**src/rtl/pipe_seq_ctrl_pkg.sv**
```systemverilog
// Shared constants for the pipelined sequencer: mode encodings and the stage-count ceiling.
package pipe_seq_ctrl_pkg;

    localparam logic MODE_SEQ   = 1'b0;
    localparam logic MODE_PIPE  = 1'b1;
    localparam int   MAX_STAGES = 16;

endpackage

```
**src/rtl/pipe_seq_ctrl_if.sv**
```systemverilog
// Handshake and stage-enable bundle between the sequencer (master) and its datapath/environment (slave).
interface pipe_seq_ctrl_if #(
    parameter int N_STAGES = 4
);
    logic                in_valid;
    logic                in_ready;
    logic                load_en;
    logic [N_STAGES-1:0] stage_en;
    logic                out_valid;
    logic                out_ready;

    modport master (
        input  in_valid,
        input  out_ready,
        output in_ready,
        output load_en,
        output stage_en,
        output out_valid
    );

    modport slave (
        output in_valid,
        output out_ready,
        input  in_ready,
        input  load_en,
        input  stage_en,
        input  out_valid
    );
endinterface

```
**src/rtl/pipe_seq_ctrl_evt_counter.sv**
```systemverilog
// Wrapping event counter, clear wins over increment.
// Latency: count visible one cycle after the event; no backpressure.
module pipe_seq_ctrl_evt_counter #(
    parameter int W = 8
) (
    input  logic         clk,
    input  logic         rst_n,
    input  logic         i_clr,
    input  logic         i_inc,
    output logic [W-1:0] o_cnt
);

    logic [W-1:0] r_cnt;

    always_ff @(posedge clk) begin
        if (!rst_n) begin
            r_cnt <= '0;
        end else if (i_clr) begin
            r_cnt <= '0;
        end else if (i_inc) begin
            r_cnt <= r_cnt + W'(1);
        end
    end

    assign o_cnt = r_cnt;

endmodule

```
**src/rtl/pipe_seq_ctrl.sv**
```systemverilog
// Token-shift sequencer driving per-stage enables; result after N_STAGES+1 cycles from accept.
// A held result (out_valid & ~out_ready) freezes every stage and, in pipelined mode, the input.
module pipe_seq_ctrl
    import pipe_seq_ctrl_pkg::*;
#(
    parameter int N_STAGES = 4,
    parameter int CNT_W    = 8
) (
    input  logic             clk,
    input  logic             rst_n,
    input  logic             mode,
    input  logic             cnt_clr,
    pipe_seq_ctrl_if.master  bus,
    output logic             busy,
    output logic [CNT_W-1:0] item_cnt
);

    if (N_STAGES < 1 || N_STAGES > MAX_STAGES) begin : g_bad_n_stages
        $error("pipe_seq_ctrl: N_STAGES out of range 1..16");
    end

    logic [N_STAGES-1:0] r_tok;
    logic [N_STAGES-1:0] w_tok_nxt;
    logic                r_out_valid;
    logic                r_mode;
    logic                w_adv;
    logic                w_idle;
    logic                w_in_ready;
    logic                w_accept;
    logic                w_done;

    assign w_adv  = ~(r_out_valid & ~bus.out_ready);
    assign w_idle = (r_tok == '0) & ~r_out_valid;

    // Sequential mode admits a new item only once the previous result has left.
    always_comb begin
        w_in_ready = 1'b0;
        if (rst_n) begin
            w_in_ready = (r_mode == MODE_PIPE) ? w_adv : w_idle;
        end
    end

    assign w_accept = bus.in_valid & w_in_ready;
    assign w_done   = r_out_valid & bus.out_ready;

    always_comb begin
        w_tok_nxt    = '0;
        w_tok_nxt[0] = w_accept;
        for (int k = 1; k < N_STAGES; k++) begin
            w_tok_nxt[k] = r_tok[k-1];
        end
    end

    always_ff @(posedge clk) begin
        if (!rst_n) begin
            r_tok       <= '0;
            r_out_valid <= 1'b0;
            r_mode      <= MODE_SEQ;
        end else begin
            if (w_adv) begin
                r_tok       <= w_tok_nxt;
                r_out_valid <= r_tok[N_STAGES-1];
            end
            // Mode is only taken while empty so in-flight items never see a policy change.
            if (w_idle) begin
                r_mode <= mode;
            end
        end
    end

    assign bus.in_ready  = w_in_ready;
    assign bus.load_en   = w_accept;
    assign bus.stage_en  = rst_n ? (r_tok & {N_STAGES{w_adv}}) : '0;
    assign bus.out_valid = r_out_valid;
    assign busy          = ~w_idle;

    pipe_seq_ctrl_evt_counter #(
        .W (CNT_W)
    ) u_item_cnt (
        .clk   (clk),
        .rst_n (rst_n),
        .i_clr (cnt_clr),
        .i_inc (w_done),
        .o_cnt (item_cnt)
    );

endmodule

```
**src/flat_wrapper.sv**
```systemverilog
// flat-port wrapper written by rule: the top's interface ports become plain ports
module pipe_seq_ctrl_flat import pipe_seq_ctrl_pkg::*;
#(
    parameter int N_STAGES = 4,
    parameter int CNT_W    = 8
)
  (clk, rst_n, mode, cnt_clr, busy, item_cnt, bus_in_valid, bus_out_ready, bus_in_ready, bus_load_en, bus_stage_en, bus_out_valid);
  pipe_seq_ctrl_if #(.N_STAGES(N_STAGES)) bus_i ();
  input  logic clk;
  input  logic rst_n;
  input  logic mode;
  input  logic cnt_clr;
  output logic busy;
  output logic [CNT_W-1:0] item_cnt;
  input wire logic [$bits(bus_i.in_valid)-1:0] bus_in_valid;
  input wire logic [$bits(bus_i.out_ready)-1:0] bus_out_ready;
  output wire logic [$bits(bus_i.in_ready)-1:0] bus_in_ready;
  output wire logic [$bits(bus_i.load_en)-1:0] bus_load_en;
  output wire logic [$bits(bus_i.stage_en)-1:0] bus_stage_en;
  output wire logic [$bits(bus_i.out_valid)-1:0] bus_out_valid;
  assign bus_i.in_valid = bus_in_valid;
  assign bus_i.out_ready = bus_out_ready;
  assign bus_in_ready = bus_i.in_ready;
  assign bus_load_en = bus_i.load_en;
  assign bus_stage_en = bus_i.stage_en;
  assign bus_out_valid = bus_i.out_valid;
  pipe_seq_ctrl #(.N_STAGES(N_STAGES), .CNT_W(CNT_W)) u_core (.clk(clk), .rst_n(rst_n), .mode(mode), .cnt_clr(cnt_clr), .bus(bus_i), .busy(busy), .item_cnt(item_cnt));
endmodule
```
**config.mk**
```make
export PLATFORM = sky130hd
export DESIGN_NAME = pipe_seq_ctrl_flat
export DESIGN_NICKNAME = d
export VERILOG_FILES = /design/src/rtl/pipe_seq_ctrl_pkg.sv /design/src/rtl/pipe_seq_ctrl_if.sv /design/src/rtl/pipe_seq_ctrl_evt_counter.sv /design/src/rtl/pipe_seq_ctrl.sv /design/src/flat_wrapper.sv
export SDC_FILE = /design/constraint.sdc
export NUM_CORES = 1
export LEC_CHECK = 0
export BUFFER_PORTS_ARGS = -buffer_cell sky130_fd_sc_hd__buf_2
export CAP_MARGIN = 5
export CORE_MARGIN = 4
export CORE_UTILIZATION = 40
export CTS_BUF_LIST = sky130_fd_sc_hd__clkbuf_8
export DETAILED_ROUTE_END_ITERATION = 8
export PLACE_DENSITY = 0.66
export REMOVE_ABC_BUFFERS = 1
export SYNTH_ARGS = -nofsm -noshare
export SYNTH_HDL_FRONTEND = slang
export SYNTH_SLANG_ARGS = --single-unit
```
**constraint.sdc**
```tcl
create_clock -name clk -period 1.75 [get_ports clk]
set_clock_uncertainty 0.2 [all_clocks]
set_input_delay 0.2625 -clock clk [delete_from_list [all_inputs] [get_ports clk]]
set_output_delay 0.2625 -clock clk [all_outputs]
set_load 0.1 [all_outputs]
```
==> impl_results.md, run 1 <==
- CTS clk-pin slew, worst paths: 0.06 ns
- TritonRoute pass-1 iters: 4
- Area contributors post-synth: dfxtp_1 44%, a21oi_1 6.3%, nor2_1 5.9%
- Critical Path RT: 1.29 ns
- Slew HR: 66.6%
- N_diodes: 0
- Mean Syn Cell Area: 8.33 µm²
- Vias: 674
- Failing checks: negative setup slack
- Area delta synth->final: 63.0%
- Yosys warning total: 0
- Horiz. Die Dim: 47.8 µm
- Ports: 22
- Tot Pwr: 836 µW
- Number of global-route vias before repair: 620
- Total wire length: 1730 µm
- Seq cells post-synth: 14
- Startpoint Class: flip-flop
- # DRC: 0
- Global route total overflow: 0
- Initial core utilization: 42.0%
- Final HPWL DP: 1080 µm
- Sequential fraction of the synthesis area: 44.3%
- Final Hold Fails: 0
- Tightest Hold Check Type: input pin to flip-flop
- Die height: 47.8 µm
- CP Class: flip-flop to output port
- Combinational power share: 22.9%
- Vias per inst: 5.44
- Pint: 594 µW
- Synthesized area: 633 µm²
- Seq pwr share: 39.5%
- CP Max Fanout: 3
- Root buf cell: clkbuf_8
- RSZ-0062 raised after global routing: yes
- Worst EP arrival: 1.37 ns
- Status: finished, violations left
- Setup violators final: 5
- Synth unique cells: 24
- Final worst setup slack: -0.0785 ns
- H-tree Lvls: 1
- F_max: 0.547 GHz
- Num rows: 14
- CTS Sinks: 14
- Cell count after synthesis: 76
- Top cell type's share of synthesized area: 44.3%
- Cell Pwr Density: 810 mW/mm²
- Clock power share: 37.6%
- Critical path endpoint category: output port
- Core area: 0.00151 mm²
- Starting DRT DRC Count: 10
- Finished Layout Cells: 124
- First-pass GRT wire length: 2710 µm
- Switch share: 28.9%
- CTS Buf Count: 3
- Global Route Usage Sum: 17.6%
- GPL Wtd Cong: 0.804
- Switching Power: 242 µW
- CTS tree: built
- Lkg Pwr: 0.449 nW
- Layout net count: 116
- Max-cap violation count: 0
- R2R setup slack: 0.24 ns
- Tightest hold margin: 0.0620 ns
- Slew Limit Fails: 0
- Peak VDD IR: 0.561 mV
- Worst slew pin tran: 0.505 ns
- Clk buf depth: 2
- Clock latency reported for the late side of the worst-skew pair: 0.25 ns
- Hold buffer count at cts: 0
- Placed Cells: 118
- Largest net degree at the start of global routing: 9
- Synth area leader: dfxtp_1
- Final Cycle Share: 104%
- Detail Route Antenna Nets: 0
- Fraction of layout cells with a size suffix above 1: 43.5%
- WL per Instance: 13.9 µm
- Antenna violations before repair: 0
- Die area: 0.00228 mm²
- Port Buf Inserts: 21
- Post-route minimum period: 1.83 ns
[synth_stat cells (all sizes together)]
cell,count
dfxtp,14
nor2,10
a21oi,8
nand2,7
nand3,6
inv,4
mux2i,3
and3,2
nand4,2
o21a,2
o21ai,2
o31ai,2
or3,2
or4,2
xor2,2
a21bo,1
buf,1
ha,1
nand2b,1
nor3,1
nor4,1
o22ai,1
or2b,1
[logic make-up after synthesis]
kind of cell | after synthesis | synth area share, %
compound gates | 16 | 15.2
xor+xnor | 2 | 2.77
fa+ha+maj | 1 | 1.98
buf+inv | 5 | 3.16
flops | 14 | 44.3
mux | 3 | 4.74
simple gates | 35 | 27.9
[layer usage]
metal | track usage [%] | vias to the layer above | share of wire, %
li1 | - | 334 | -
met1 | 20.0 | 314 | 41
met2 | 29.0 | 20 | 52
met3 | 4.89 | 6 | 5.1
met4 | 10.8 | 0 | 2.2
met5 | 0 | - | 0
[worst paths after layout]
| path | startpoint | endpoint | depth (start not counted) |
|---|---|---|---|
| max | u_core.r_tok[1] | bus_in_ready | 4 |
| max reg2reg | u_core.r_tok[1] | u_core.r_mode | 6 |
| min | cnt_clr | u_core.u_item_cnt.o_cnt[3] | 3 |
| min reg2reg | u_core.u_item_cnt.o_cnt[7] | u_core.u_item_cnt.o_cnt[7] | 2 |
[worst max-delay path, cell delays in order (launching register included)]
cell	delay [ns]
dfxtp_2	0.34
nor4_4	0.32
a21oi_2	0.13
nor2_2	0.15
buf_12	0.19
[cell type report]
| class | count | area [µm²] |
|---|---|---|
| well taps | 16 | 20.0 |
| inverters | 4 | 15.0 |
| fillers | 119 | 474 |
| flip-flops and latches | 14 | 287 |
| repair buffers | 29 | 270 |
| multi-input cells | 57 | 385 |
| clock buffers | 4 | 55.1 |
[flip-flops by register name, indices dropped and copies added (netlist names)]
| register | cells |
|---|---|
| u_core.bus.out_valid | 1 |
| u_core.r_mode | 1 |
| u_core.r_tok | 4 |
| u_core.u_item_cnt.o_cnt | 8 |
[layout by cell type, fill, tap and decap left out, drive strengths merged]
master	count
a21bo	1
a21oi	8
and3	2
buf	29
clkbuf	4
dfxtp	14
ha	1
inv	4
mux2i	3
nand2	7
nand2b	1
nand3	6
nand4	2
nor2	10
nor3	1
nor4	1
o21a	2
o21ai	2
o22ai	1
o31ai	2
or2b	1
or3	2
or4	2
xor2	2
[power groups by stage]
stage                     logic [mW]  registers, mW  clock network (mW)
after floorplan               0.0992          0.339                   0
after global placement         0.157          0.336                   0
after detailed placement       0.156          0.336                   0
after CTS                      0.184          0.330               0.320
after global routing           0.198          0.331               0.342
final                          0.191          0.330               0.314
[stage by stage]
stage	util [%]	setup slack (ns)	setup TNS [ns]	cell area (µm²)
finish	68.5	-0.0785	-0.270	1030
global route	68.5	-0.149	-0.573	1030
CTS	67.4	-0.0575	-0.177	1010
detailed placement	59.0	0.0631	0	888
global placement	59.0	0.0793	0	888
floorplan	-	-1.38	-10.40	628
[timing repair]
action | 4_1_cts | 5_1_grt
setup endpoints to repair | 7 | 7
buffers inserted | 1 | 1
resized for setup | 19 | 2
pin swaps | 3 | 1
gates cloned | 0 | 0
(Power assumes the default switching activity.)
==> run 2: changes to the inputs <==
--- a/constraint.sdc
+++ b/constraint.sdc
@@ -4,2 +4,2 @@
 set_output_delay 0.2625 -clock clk [all_outputs]
-set_load 0.1 [all_outputs]
+set_load 0.05 [all_outputs]
==> impl_results.md, run 2 (synthesis results as in run 1) <==
- Clk buf depth: 2 (unchanged)
- Ports: 22 (unchanged)
- Horiz. Die Dim: 47.8 µm (unchanged)
- Pre-CTS WS: 0.0225 ns (-0.0407 ns)
- Detail Route Antenna Nets: 0 (unchanged)
- Critical path endpoint category: output port
- CP delay by family, top: simple AND/OR/NAND/NOR gates
- Fraction of layout cells with a size suffix above 1: 43.5% (unchanged)
- Lkg Pwr: 0.428 nW (-4.6%)
- Tightest Hold Check Type: input pin to flip-flop
- Most frequent cells in the layout: 14 x buf_2, 11 x dfxtp_1, 8 x nor2_1, 8 x buf_4
- Setup violators final: 3 (-2)
- Final Hold Fails: 0 (unchanged)
- Root buf cell: clkbuf_8
- Final worst setup slack: -0.0842 ns (-0.00571 ns)
- Final core occ: 64.1% (-4.4 points)
- Layout net count: 116 (unchanged)
- Critical Path RT: 1.29 ns (about the same)
- Final Cycle Share: 105% (+0.33 points)
- Cell Pwr Density: 802 mW/mm² (-0.99%)
- Fillcell total: 128 (+7.6%)
- Worst slew pin tran: 0.300 ns (-0.205 ns)
- Post-route minimum period: 1.83 ns (+0.00571 ns)
- Register area: 287 µm² (unchanged)
- Slew Limit Fails: 0 (unchanged)
- Failing checks: negative setup slack
- Placed Cells: 115 (-2.5%)
- CP max stage cell: dfxtp_4
- Global Route Usage Sum: 16.3% (-1.3 points)
- Reg-to-reg critical path endpoint: u_core.u_item_cnt.o_cnt[7]
- Largest net degree at the start of global routing: 9 (unchanged)
- F_max: 0.545 GHz (-0.31%)
- Max reg flops: 8 (unchanged)
- Clock latency reported for the late side of the worst-skew pair: 0.24 ns (about the same)
- Finished Layout Cells: 124 (unchanged)
- CTS clk-pin slew, worst paths: 0.06 ns (about the same)
- R2R setup slack: 0.21 ns (-0.03 ns)
- RSZ-0062 raised after global routing: yes
- Starting DRT DRC Count: 10 (unchanged)
- Initial core utilization: 42.0% (unchanged)
- Num rows: 14 (unchanged)
- CTS Buf Count: 3 (unchanged)
- Number of global-route vias before repair: 592 (-4.5%)
- # DRC: 0 (unchanged)
- Hold buffer count at cts: 0 (unchanged)
- Area of the multi-input gates: 380 µm² (-1.3%)
- Total wire length: 1650 µm (-4.3%)
- N_diodes: 0 (unchanged)
- Startpoint Class: flip-flop
- CP Max Fanout: 5 (+2)
- Reg2Reg Launch Point: u_core.bus.out_valid
- CTS tree: built
- Die height: 47.8 µm (unchanged)
- Final HPWL DP: 1060 µm (-1.9%)
- Worst reg2reg path depth: 4 (-2)
- Vias: 671 (-0.45%)
- CP Buf/Inv Count: 1 (unchanged)
- TritonRoute pass-1 iters: 4 (unchanged)
- Slew HR: 80.0% (+13 points)
- Area delta synth->final: 52.6%
- Vias per inst: 5.41 (-0.45%)
- Hold Crit Depth: 3 (unchanged)
- CP Class: flip-flop to output port
- CTS Sinks: 14 (unchanged)
- Die area: 0.00228 mm² (unchanged)
- Antenna violations before repair: 0 (unchanged)
- Status: finished, violations left
- Peak VDD IR: 0.534 mV (-4.9%)
- Tightest hold margin: 0.0684 ns (+0.00645 ns)
- Crit-path cells: nor4_4 -> a21oi_2 -> nor2_1 -> buf_6
- Commonest non-fill, non-tap cell in the layout: buf_2
- Hold Crit Start: cnt_clr
- WHS Endpoint: u_core.u_item_cnt.o_cnt[3]
- Core area: 0.00151 mm² (unchanged)
- H-tree Lvls: 1 (unchanged)
- Port Buf Inserts: 21 (unchanged)
- Critical path's largest stage delay: 0.36 ns (+0.02 ns)
- GPL Wtd Cong: 0.741 (-7.8%)
- Worst EP arrival: 1.37 ns (about the same)
- WL per Instance: 13.3 µm (-4.3%)
- Max-cap violation count: 0 (unchanged)
- Global route total overflow: 0 (unchanged)
- First-pass GRT wire length: 2590 µm (-4.3%)
## run 2: worst max-delay path by stage
stage	startpoint	endpoint	slack [ns]	cells past startpoint
final	u_core.bus.out_valid	bus_load_en	-0.08	4
after global routing	u_core.bus.out_valid	bus_load_en	-0.17	4
after CTS	u_core.r_tok[3]	bus_load_en	-0.02	4
after detailed placement	u_core.r_tok[1]	bus_in_ready	0.02	4
after global placement	u_core.r_tok[1]	bus_in_ready	0.08	4
after floorplan	u_core.bus.out_valid	bus_in_ready	-0.52	3
## run 2: worst register-to-register path: stages, from the launching register on
cell and delay (ns):
dfxtp_4 0.38, buf_4 0.12, nand3_2 0.11, or4_1 0.51
a21oi_1 0.14
## run 2: layer usage
metal	share of wire, %	global-route usage (%)
met2	50	26.9
met4	1.2	8.06
met5	0	0
met1	43	20.0
met3	5.5	3.38
## run 2: final cells by class
cell class              instances  area share (%)
multi-input cells              57            39.4
inverters                       4            1.55
clock buffers                   4            5.70
repair buffers                 29            21.6
flip-flops and latches         14            29.7
well taps                      16            2.07
## run 2: stage by stage
stage,TNS [ns],area (µm²),power [mW]
finish,-0.136,966,0.774
global route,-0.391,966,0.800
CTS,-0.0264,933,0.770
detailed placement,0,776,0.427
floorplan,-2.46,628,0.399
global placement,0,776,0.427
## run 2: where the power goes
group / total (mW) / internal, mW / leakage (nW) / switching (mW)
Combinational: 0.125 / 0.0498 / 0.284 / 0.0749
Clock: 0.319 / 0.199 / 0.0288 / 0.120
Sequential: 0.331 / 0.324 / 0.115 / 0.00671
Total: 0.774 / 0.573 / 0.428 / 0.201
## run 2: timing repair
action | in CTS | in global routing
cloned | 0 | 0
pin swaps | 4 | 1
buffers inserted | 4 | 1
setup endpoints to repair | 7 | 7
resized for setup | 22 | 7
